**src/rtl/alu_rs_pkg.sv**
```systemverilog
// alu_rs_pkg: shared types and defaults for the ALU reservation station.
//   DEPTH_DEF / TAG_W_DEF : default entry count and ROB tag width.
//   TAG_W_MAX             : storage width of tags inside an entry. Narrower
//                           tags are zero-extended, so TAG_W must be at most 8.
//   opnd_t / entry_t      : one source operand and one queued instruction.
//   wake_opnd             : applies a CDB broadcast to a single operand.
package alu_rs_pkg;

  localparam int unsigned DEPTH_DEF = 4;
  localparam int unsigned TAG_W_DEF = 4;
  localparam int unsigned TAG_W_MAX = 8;

  typedef logic [TAG_W_MAX-1:0] tag_t;

  typedef struct packed {
    logic        ready;
    logic [31:0] value;
    tag_t        tag;
  } opnd_t;

  typedef struct packed {
    logic [31:0] pc;
    logic [31:0] inst;
    tag_t        tag;
    opnd_t       rs1;
    opnd_t       rs2;
  } entry_t;

  // A waiting operand whose producer tag matches the broadcast captures the
  // value and becomes ready. Operands that are already ready are never touched.
  function automatic opnd_t wake_opnd(opnd_t o, logic cdb_valid, tag_t cdb_tag,
                                      logic [31:0] cdb_value);
    opnd_t r;
    r = o;
    if (cdb_valid && !o.ready && (o.tag == cdb_tag)) begin
      r.ready = 1'b1;
      r.value = cdb_value;
    end
    return r;
  endfunction

endpackage

```
**src/rtl/alu_rs_select.sv**
```systemverilog
// alu_rs_select: lowest-index priority picker.
//   req   : per-slot request (slot 0 has the highest priority, it is oldest).
//   grant : one-hot grant of the lowest-index request, all zero if none.
//   found : at least one request was present.
module alu_rs_select #(
  parameter int unsigned N = 4
) (
  input  logic [N-1:0] req,
  output logic [N-1:0] grant,
  output logic         found
);

  always_comb begin
    grant = '0;
    found = 1'b0;
    for (int unsigned i = 0; i < N; i++) begin
      if (req[i] && !found) begin
        grant[i] = 1'b1;
        found    = 1'b1;
      end
    end
  end

endmodule

```
**src/rtl/alu_rs.sv**
```systemverilog
// alu_rs: ALU reservation station feeding the single-cycle arith unit.
// Buffers up to DEPTH instructions in a compacting age queue (slot 0 oldest),
// captures missing operands from the CDB, and issues the oldest fully ready
// entry each cycle through registered alu_* outputs.
//   clk_i, reset_i (async, active high), flush_i (synchronous squash)
//   dispatch_*   : valid/ready dispatch of pc, inst, dest tag and two operands
//   cdb_*        : result broadcast used for wakeup and dispatch bypass
//   alu_*        : registered issue request and payload
//   count_o      : number of occupied entries
// Build option: ALU_RS_WAKEUP_BYPASS_EN lets select see same-cycle CDB matches
// and forward cdb_value_i into the issued operand.
module alu_rs
  import alu_rs_pkg::*;
#(
  parameter int unsigned DEPTH = DEPTH_DEF,
  parameter int unsigned TAG_W = TAG_W_DEF
) (
  input  logic                         clk_i,
  input  logic                         reset_i,
  input  logic                         dispatch_valid_i,
  output logic                         dispatch_ready_o,
  input  logic [31:0]                  dispatch_pc_i,
  input  logic [31:0]                  dispatch_inst_i,
  input  logic [TAG_W-1:0]             dispatch_tag_i,
  input  logic                         dispatch_rs1_ready_i,
  input  logic                         dispatch_rs2_ready_i,
  input  logic [31:0]                  dispatch_rs1_value_i,
  input  logic [31:0]                  dispatch_rs2_value_i,
  input  logic [TAG_W-1:0]             dispatch_rs1_tag_i,
  input  logic [TAG_W-1:0]             dispatch_rs2_tag_i,
  input  logic                         cdb_valid_i,
  input  logic [TAG_W-1:0]             cdb_tag_i,
  input  logic [31:0]                  cdb_value_i,
  input  logic                         flush_i,
  output logic                         alu_request_o,
  output logic [31:0]                  alu_pc_o,
  output logic [31:0]                  alu_inst_o,
  output logic [31:0]                  alu_rs1_value_o,
  output logic [31:0]                  alu_rs2_value_o,
  output logic [TAG_W-1:0]             alu_tag_o,
  output logic [$clog2(DEPTH+1)-1:0]   count_o
);

  localparam int unsigned CW = $clog2(DEPTH + 1);

`ifdef ALU_RS_WAKEUP_BYPASS_EN
  localparam logic BYPASS = 1'b1;
`else
  localparam logic BYPASS = 1'b0;
`endif

  entry_t           entries    [DEPTH];
  entry_t           woke       [DEPTH];
  entry_t           entries_nx [DEPTH];
  entry_t           disp_e;
  opnd_t            disp_rs1_raw;
  opnd_t            disp_rs2_raw;
  tag_t             cdb_tag;
  logic [CW-1:0]    count;
  logic [CW-1:0]    count_nx;
  logic [DEPTH-1:0] rdy_vec;
  logic [DEPTH-1:0] grant;
  logic             found;
  logic             do_disp;
  logic             seen;
  logic [31:0]      wr_slot;
  logic [31:0]      sel_pc;
  logic [31:0]      sel_inst;
  logic [31:0]      sel_rs1;
  logic [31:0]      sel_rs2;
  logic [TAG_W-1:0] sel_tag;

  assign cdb_tag          = tag_t'(cdb_tag_i);
  assign dispatch_ready_o = (32'(count) < DEPTH);
  assign do_disp          = dispatch_valid_i && dispatch_ready_o;
  assign count_o          = count;

  assign disp_rs1_raw = '{ready: dispatch_rs1_ready_i, value: dispatch_rs1_value_i,
                          tag: tag_t'(dispatch_rs1_tag_i)};
  assign disp_rs2_raw = '{ready: dispatch_rs2_ready_i, value: dispatch_rs2_value_i,
                          tag: tag_t'(dispatch_rs2_tag_i)};

  // woke[] is every entry with this cycle's broadcast applied. It is the
  // state written back, and with bypass it is also what select looks at.
  always_comb begin
    rdy_vec = '0;
    for (int unsigned i = 0; i < DEPTH; i++) begin
      woke[i]     = entries[i];
      woke[i].rs1 = wake_opnd(entries[i].rs1, cdb_valid_i, cdb_tag, cdb_value_i);
      woke[i].rs2 = wake_opnd(entries[i].rs2, cdb_valid_i, cdb_tag, cdb_value_i);
      if (BYPASS) begin
        rdy_vec[i] = (i < 32'(count)) && woke[i].rs1.ready && woke[i].rs2.ready;
      end else begin
        rdy_vec[i] = (i < 32'(count)) && entries[i].rs1.ready && entries[i].rs2.ready;
      end
    end
  end

  alu_rs_select #(.N(DEPTH)) u_select (
    .req   (rdy_vec),
    .grant (grant),
    .found (found)
  );

  // Payload is taken from woke[]. Without bypass the selected entry is
  // already ready, so its values equal the registered ones.
  always_comb begin
    sel_pc   = '0;
    sel_inst = '0;
    sel_rs1  = '0;
    sel_rs2  = '0;
    sel_tag  = '0;
    for (int unsigned i = 0; i < DEPTH; i++) begin
      if (grant[i]) begin
        sel_pc   = woke[i].pc;
        sel_inst = woke[i].inst;
        sel_rs1  = woke[i].rs1.value;
        sel_rs2  = woke[i].rs2.value;
        sel_tag  = woke[i].tag[TAG_W-1:0];
      end
    end
  end

  // Compaction: every slot at or above the granted one takes its upper
  // neighbour. The top slot is left stale because it is invalid afterwards
  // unless the dispatch write below lands there.
  always_comb begin
    disp_e.pc   = dispatch_pc_i;
    disp_e.inst = dispatch_inst_i;
    disp_e.tag  = tag_t'(dispatch_tag_i);
    disp_e.rs1  = wake_opnd(disp_rs1_raw, cdb_valid_i, cdb_tag, cdb_value_i);
    disp_e.rs2  = wake_opnd(disp_rs2_raw, cdb_valid_i, cdb_tag, cdb_value_i);

    seen = 1'b0;
    for (int unsigned i = 0; i < DEPTH - 1; i++) begin
      seen          = seen | grant[i];
      entries_nx[i] = seen ? woke[i+1] : woke[i];
    end
    entries_nx[DEPTH-1] = woke[DEPTH-1];

    wr_slot = 32'(count) - 32'(found);
    for (int unsigned i = 0; i < DEPTH; i++) begin
      if (do_disp && (i == wr_slot)) begin
        entries_nx[i] = disp_e;
      end
    end

    count_nx = count + CW'(do_disp) - CW'(found);
  end

  always_ff @(posedge clk_i or posedge reset_i) begin
    if (reset_i) begin
      entries         <= '{default: '0};
      count           <= '0;
      alu_request_o   <= 1'b0;
      alu_pc_o        <= '0;
      alu_inst_o      <= '0;
      alu_rs1_value_o <= '0;
      alu_rs2_value_o <= '0;
      alu_tag_o       <= '0;
    end else if (flush_i) begin
      count         <= '0;
      alu_request_o <= 1'b0;
    end else begin
      entries       <= entries_nx;
      count         <= count_nx;
      alu_request_o <= found;
      if (found) begin
        alu_pc_o        <= sel_pc;
        alu_inst_o      <= sel_inst;
        alu_rs1_value_o <= sel_rs1;
        alu_rs2_value_o <= sel_rs2;
        alu_tag_o       <= sel_tag;
      end
    end
  end

endmodule

```
**config.mk**
```make
export PLATFORM = sky130hd
export DESIGN_NAME = alu_rs
export DESIGN_NICKNAME = d
export VERILOG_FILES = /design/src/rtl/alu_rs_pkg.sv /design/src/rtl/alu_rs_select.sv /design/src/rtl/alu_rs.sv
export SDC_FILE = /design/constraint.sdc
export NUM_CORES = 2
export LEC_CHECK = 0
export BUFFER_PORTS_ARGS = -buffer_cell sky130_fd_sc_hd__buf_2
export CAP_MARGIN = 20
export CORE_UTILIZATION = 30
export CTS_CLUSTER_DIAMETER = 100
export DETAILED_ROUTE_END_ITERATION = 8
export GPL_TIMING_DRIVEN = 0
export PLACE_DENSITY = 0.47
export SLEW_MARGIN = 20
export SYNTH_ARGS = -nofsm -noshare
export SYNTH_HDL_FRONTEND = slang
export SYNTH_HIERARCHICAL = 1
export SYNTH_SLANG_ARGS = --single-unit
```
**constraint.sdc**
```tcl
create_clock -name clk_i -period 76.3 [get_ports clk_i]
set_input_delay 19.075 -clock clk_i [delete_from_list [all_inputs] [get_ports clk_i]]
set_output_delay 19.075 -clock clk_i [all_outputs]
set_load 0.1 [all_outputs]
```
After elaboration in Yosys (flattened, before gate mapping)
Cells that the tools add are included.
Widths: inputs -> output; s select.
Operators by class
  add/sub/neg operators: 3
  order comparisons: 5
  equality and inequality tests: 13
  mux-type cells: 46
  bitwise gates (word level): 3
  reduce and logical (&&, ||, !) cells: 62
Operator list (number)
  $mux 154: 6
  $mux 32: 16
  $mux 33: 10
  $mux 82: 1
  $eq 2x32->1 const A: 2
  $eq 8x4->1: 6
  $logic_and 1x1->1: 36
  $eq 1x32->1 const A: 1
  $logic_not 32->1: 1
  $eq 4x4->1: 4
  $mux 4: 4
  $reduce_and 2->1: 7
  $logic_not 1->1: 13
  $mux 1: 8
  $lt 1x3->1 const A: 2
  $lt 2x3->1 const A: 2
  $reduce_bool 2->1: 3
  $reduce_bool 3->1: 2
  $sub 3x1->4: 1
  $add 3x1->3: 1
  $lt 3x3->1 const B: 1
  $mux 3: 1
  $sub 3x1->3: 1
  $or 1x1->1: 2
  $not 1->1: 1
Word-level totals
  register bits after elaboration: 736
  input port bits: 183
  output and inout bits: 137
  word-level logic and storage cells: 175

Depth between registers and ports, before layout
  word-level depth: 18
  depth in mapped cells: 14
  depth with buffers taken out: 12

Hierarchy
The synthesis kept the hierarchy.
By module, submodules not included
  alu_rs: times used 1, cells an instance 4024, area each 38743.4 µm²
  alu_rs_select: times used 1, cells an instance 5, area each 37.5 µm²

Least setup slack after synthesis
OpenSTA, ideal clock, no wires.
  path type: input -> register
  start: input port cdb_valid_i
  end: register alu_rs1_value_o[0]
  library setup time: 126 ps
  arrival: 21112 ps
  data required time: 76174 ps
  setup slack: 55062 ps
  cell stages on the path: 8
  buffers on the path: 2
  cells stage by stage: buf_2 > nand2b_1 > or3_1 > nor2_1 > buf_2 > mux2_2 > a221o_1 > a221o_1
Between the ends
  word-level cells in the longest chain between the ends: 7
  elaborated cells on any way between the ends: 16
  classes of those cells: mux: 8; reduce/logical: 8
RTL lines
  start, declared: RTL line alu_rs.sv:31  | input logic cdb_valid_i,
  $logic_and 1x1->1 (2 in series): RTL line alu_rs_pkg.sv:35  | if (cdb_valid && !o.ready && (o.tag == cdb_tag)) begin
  $mux 33: RTL line alu_rs_pkg.sv:35
  $mux 32 (3 in series): RTL line alu_rs.sv:114  | if (grant[i]) begin
  $mux 32 *: RTL line alu_rs.sv:114
  end signal, assigned: RTL line alu_rs.sv:171  | alu_rs1_value_o <= sel_rs1;
  end, declared: RTL line alu_rs.sv:38  | output logic [31:0] alu_rs1_value_o,
Every way passes the cells marked *; elsewhere a longest branch is shown, timed or not. The select of a mux whose other input is x is not followed.
A chain may end at the register's enable or synchronous reset.

Worst setup path after layout
  start: input port flush_i
  end: register alu_rs2_value_o[6]
Between the ends
  word-level cells in the longest chain between the ends: 2
RTL lines
  start, declared: RTL line alu_rs.sv:34  | input logic flush_i,
  $not 1->1 (no line)
  $reduce_and 2->1 (no line)
  end signal, assigned: RTL line alu_rs.sv:172  | alu_rs2_value_o <= sel_rs2;
  end, declared: RTL line alu_rs.sv:39  | output logic [31:0] alu_rs2_value_o,
No other way between the ends.

==> results.json <==
{
  "setup_violations": 0,
  "cp.required_ps": 76900,
  "ys_top_cells_by_area": "dfrtp_1, mux2i_1, o22a_1",
  "fin_setup_tns_ps": 0,
  "num_rows": 131,
  "async_reset_ff_frac": 1.000,
  "vdd_drop_max_v": 0.00002700,
  "yosysTopAreaCell": "dfrtp_1",
  "routed-via-count": 38650,
  "cts.repair.resized": 0,
  "drv_slew": 0,
  "cp_max_fo": 10,
  "final_common_cell": "dfrtp_1",
  "maxCapViolCount": 0,
  "p_per_area_mw_per_mm2": 53.25,
  "dpl.hpwl_mm": 155.4,
  "netlist_instances": 4029,
  "tightest_slew_ps": 1304,
  "nets": 4626,
  "cp_cell_sequence": "clkbuf_1 > inv_2 > nand2_1 > inv_1 > nand2b_1 > clkbuf_1 > nor2_1 > nand2_1 > clkbuf_1 > o22ai_1 > a211o_1",
  "r2r_slack_ps": 70640,
  "mostFrequentLayoutCells": "dfrtp_1, nand2_1, buf_2, clkbuf_1, o21ai_0",
  "synth-main-ff-cell": "dfrtp_1",
  "ys_ff_latch": 706,
  "hold_path.class": "reg -> reg",
  "r2r-end": "entries[543]",
  "p_leak_nw": 19.19,
  "cts_tree": "yes",
  "grt_pass1_vias": 38350,
  "core_area_mm2": 0.1278,
  "vias_per_cell": 6.261,
  "drc": 0,
  "grt_use_total": 0.3211,
  "status": "completed",
  "die_w_um": 361.5,
  "grt_overflow_total": 0,
  "cts.clk_slew.worst_paths_ps": 60,
  "dieArea_mm2": 0.1307,
  "post-route-period-util": 0.2976,
  "synthesis.area_mm2": 0.03878,
  "max_freq_ghz": 0.04403,
  "yosysSeqAreaShare": 0.4556,
  "areaGrowthSynthToFinish_pct": 17.74,
  "cts_made_buffers": 81,
  "start_util": 0.3033,
  "syn_nets": 4221,
  "synth_edf_count": 0,
  "ys_types": 74,
  "cts_hold_buf": 0,
  "fillers": 13400,
  "htreeDepth": 3,
  "cts_max_path_buffers": 3,
  "grt_max_degree": 91,
  "gp_congestion": 1.028,
  "critical_path.slowest_cell": "clkbuf_1",
  "worstSetupPathType": "in -> reg",
  "port_buffers": 307,
  "drt_iter0_drc": 5184,
  "rr_worst_depth": 14,
  "cp-start-kind": "primary input",
  "wl_per_cell_um": 34.95,
  "postCtsSetupBuffers": 0,
  "hold_path_depth": 2,
  "post-route-util": 0.3571,
  "critPathMaxStageDelay_ps": 760,
  "synth_top_area_share": 0.4556,
  "clock-sinks": 706,
  "ios": 320,
  "dr.pass1.iters": 8,
  "grt_pass1_wl_mm": 298.9,
  "fin_area_mm2": 0.04566,
  "holdPathEnd": "alu_pc_o[10]",
  "rsz0062_at_grt": "false",
  "crit_path_frequent_cell": "clkbuf_1",
  "drive_gt1_frac": 0.1577,
  "ant_nets": 0,
  "rr_startpoint": "count_o[2]",
  "cp-end-kind": "register",
  "pre_cts_ws_ps": 53260,
  "placed_area_mm2": 0.04280,
  "die_h_um": 361.5,
  "synth_area_per_cell_um2": 9.625,
  "relSlewSlack": 0.1309,
  "period_needed_ps": 22710,
  "fin_skew_ps": 40.00,
  "crit_arrival_ps": 23310,
  "wirelength_mm": 215.7,
  "clk_latency_ps": 740,
  "final_hold_viol_count": 0,
  "setup_ws_ps": 53590,
  "antenna_found_initial": 36,
  "clockRootBuffer": "clkbuf_16",
  "hold_start": "alu_pc_o[10]",
  "synth_warnings": 6
}
flip-flops by register name (all words and copies together) (netlist names):
name	cells
alu_inst_o	32
alu_pc_o	32
alu_request_o	1
alu_rs1_value_o	32
alu_rs2_value_o	32
alu_tag_o	4
count_o	3
entries	570
per-layer routing:
metal / GRT usage / share of wire
met1: 0.4074 / 0.40
met3: 0.1051 / 0.11
met5: 0 / 0.0011
met4: 0.1981 / 0.070
met2: 0.4698 / 0.42
cells in the mapped netlist (all sizes together) (6+ instances only):
library cell,n
dfrtp,706
nand2,398
clkbuf,356
o21ai,299
a21oi,230
mux2i,195
o22a,195
nor2,165
mux2,149
nor3,148
a22oi,143
o22ai,114
a221o,94
nor2b,92
o221ai,87
buf,79
a2bb2oi,78
a221oi,77
nand3,56
or3,36
a31oi,35
inv,30
a22o,22
and3,21
a222oi,20
xor2,18
nand2b,15
xnor2,14
a211oi,13
a21o,11
o2bb2ai,11
o31ai,10
o311ai,9
and2,8
ha,8
a311oi,7
o32ai,7
a2111oi,6
a211o,6
a32oi,6
nor3b,6
cells by family after synthesis:
group                      count (synthesis)  share of synthesized area
AOI/OAI and AO/OA                       1505                     0.2780
and+or+nand+nor                          967                     0.1141
DFF                                      706                     0.4556
buffers and inverters                    466                    0.04772
muxes                                    344                    0.09427
xor gates and xnor gates                  32                   0.007227
adders and majority gates                  9                   0.003097
power breakdown:
part	switching [W]	leakage, nW	internal, W
clock network	0.000183	1.37	0.000238
registers	0.000117	8.82	0.000541
logic	0.000943	9.00	0.000408
critical path: cells and delay by family:
kind | cells | cell delay [ps]
buffers and inverters | 5 | 2200
AND/OR/NAND/NOR | 4 | 1410
AO/OA/AOI/OAI | 2 | 590
final cells by class:
cell class              instances  area [um2]  share of cell area
clock buffers                 112        2365             0.05179
flip-flops and latches        706       17670              0.3869
diodes                         15       37.54           0.0008221
repair buffers                322        1892             0.04143
inverters                      31       123.9            0.002713
well taps                    1662        2079             0.04554
clock inverters                33       416.7            0.009125
multi-input cells            2857       19320              0.4230
plain buffers                 435        1763             0.03861
through the flow:
step,power (W),cells,hold slack (ps)
after detailed placement,0.001969,6011,465.5
final,0.002431,6173,474.0
after global placement,0.001950,5998,457.4
after floorplan,0.001501,4029,443.6
after CTS,0.002394,6156,480.1
after global routing,0.002526,6162,502.2
how the worst max path moves through the flow:
stage	startpoint	cells past startpoint	to	slack, ps
finish	flush_i	11	alu_rs2_value_o[6]	53590
global route	flush_i	11	alu_rs2_value_o[7]	53760
CTS	flush_i	11	alu_rs2_value_o[6]	54020
detailed placement	flush_i	11	alu_rs2_value_o[6]	53260
global placement	reset_i	2	entries[368]	26820
floorplan	reset_i	1	alu_inst_o[0]	37420
No activity file was read; power rests on OpenSTA's default activity.
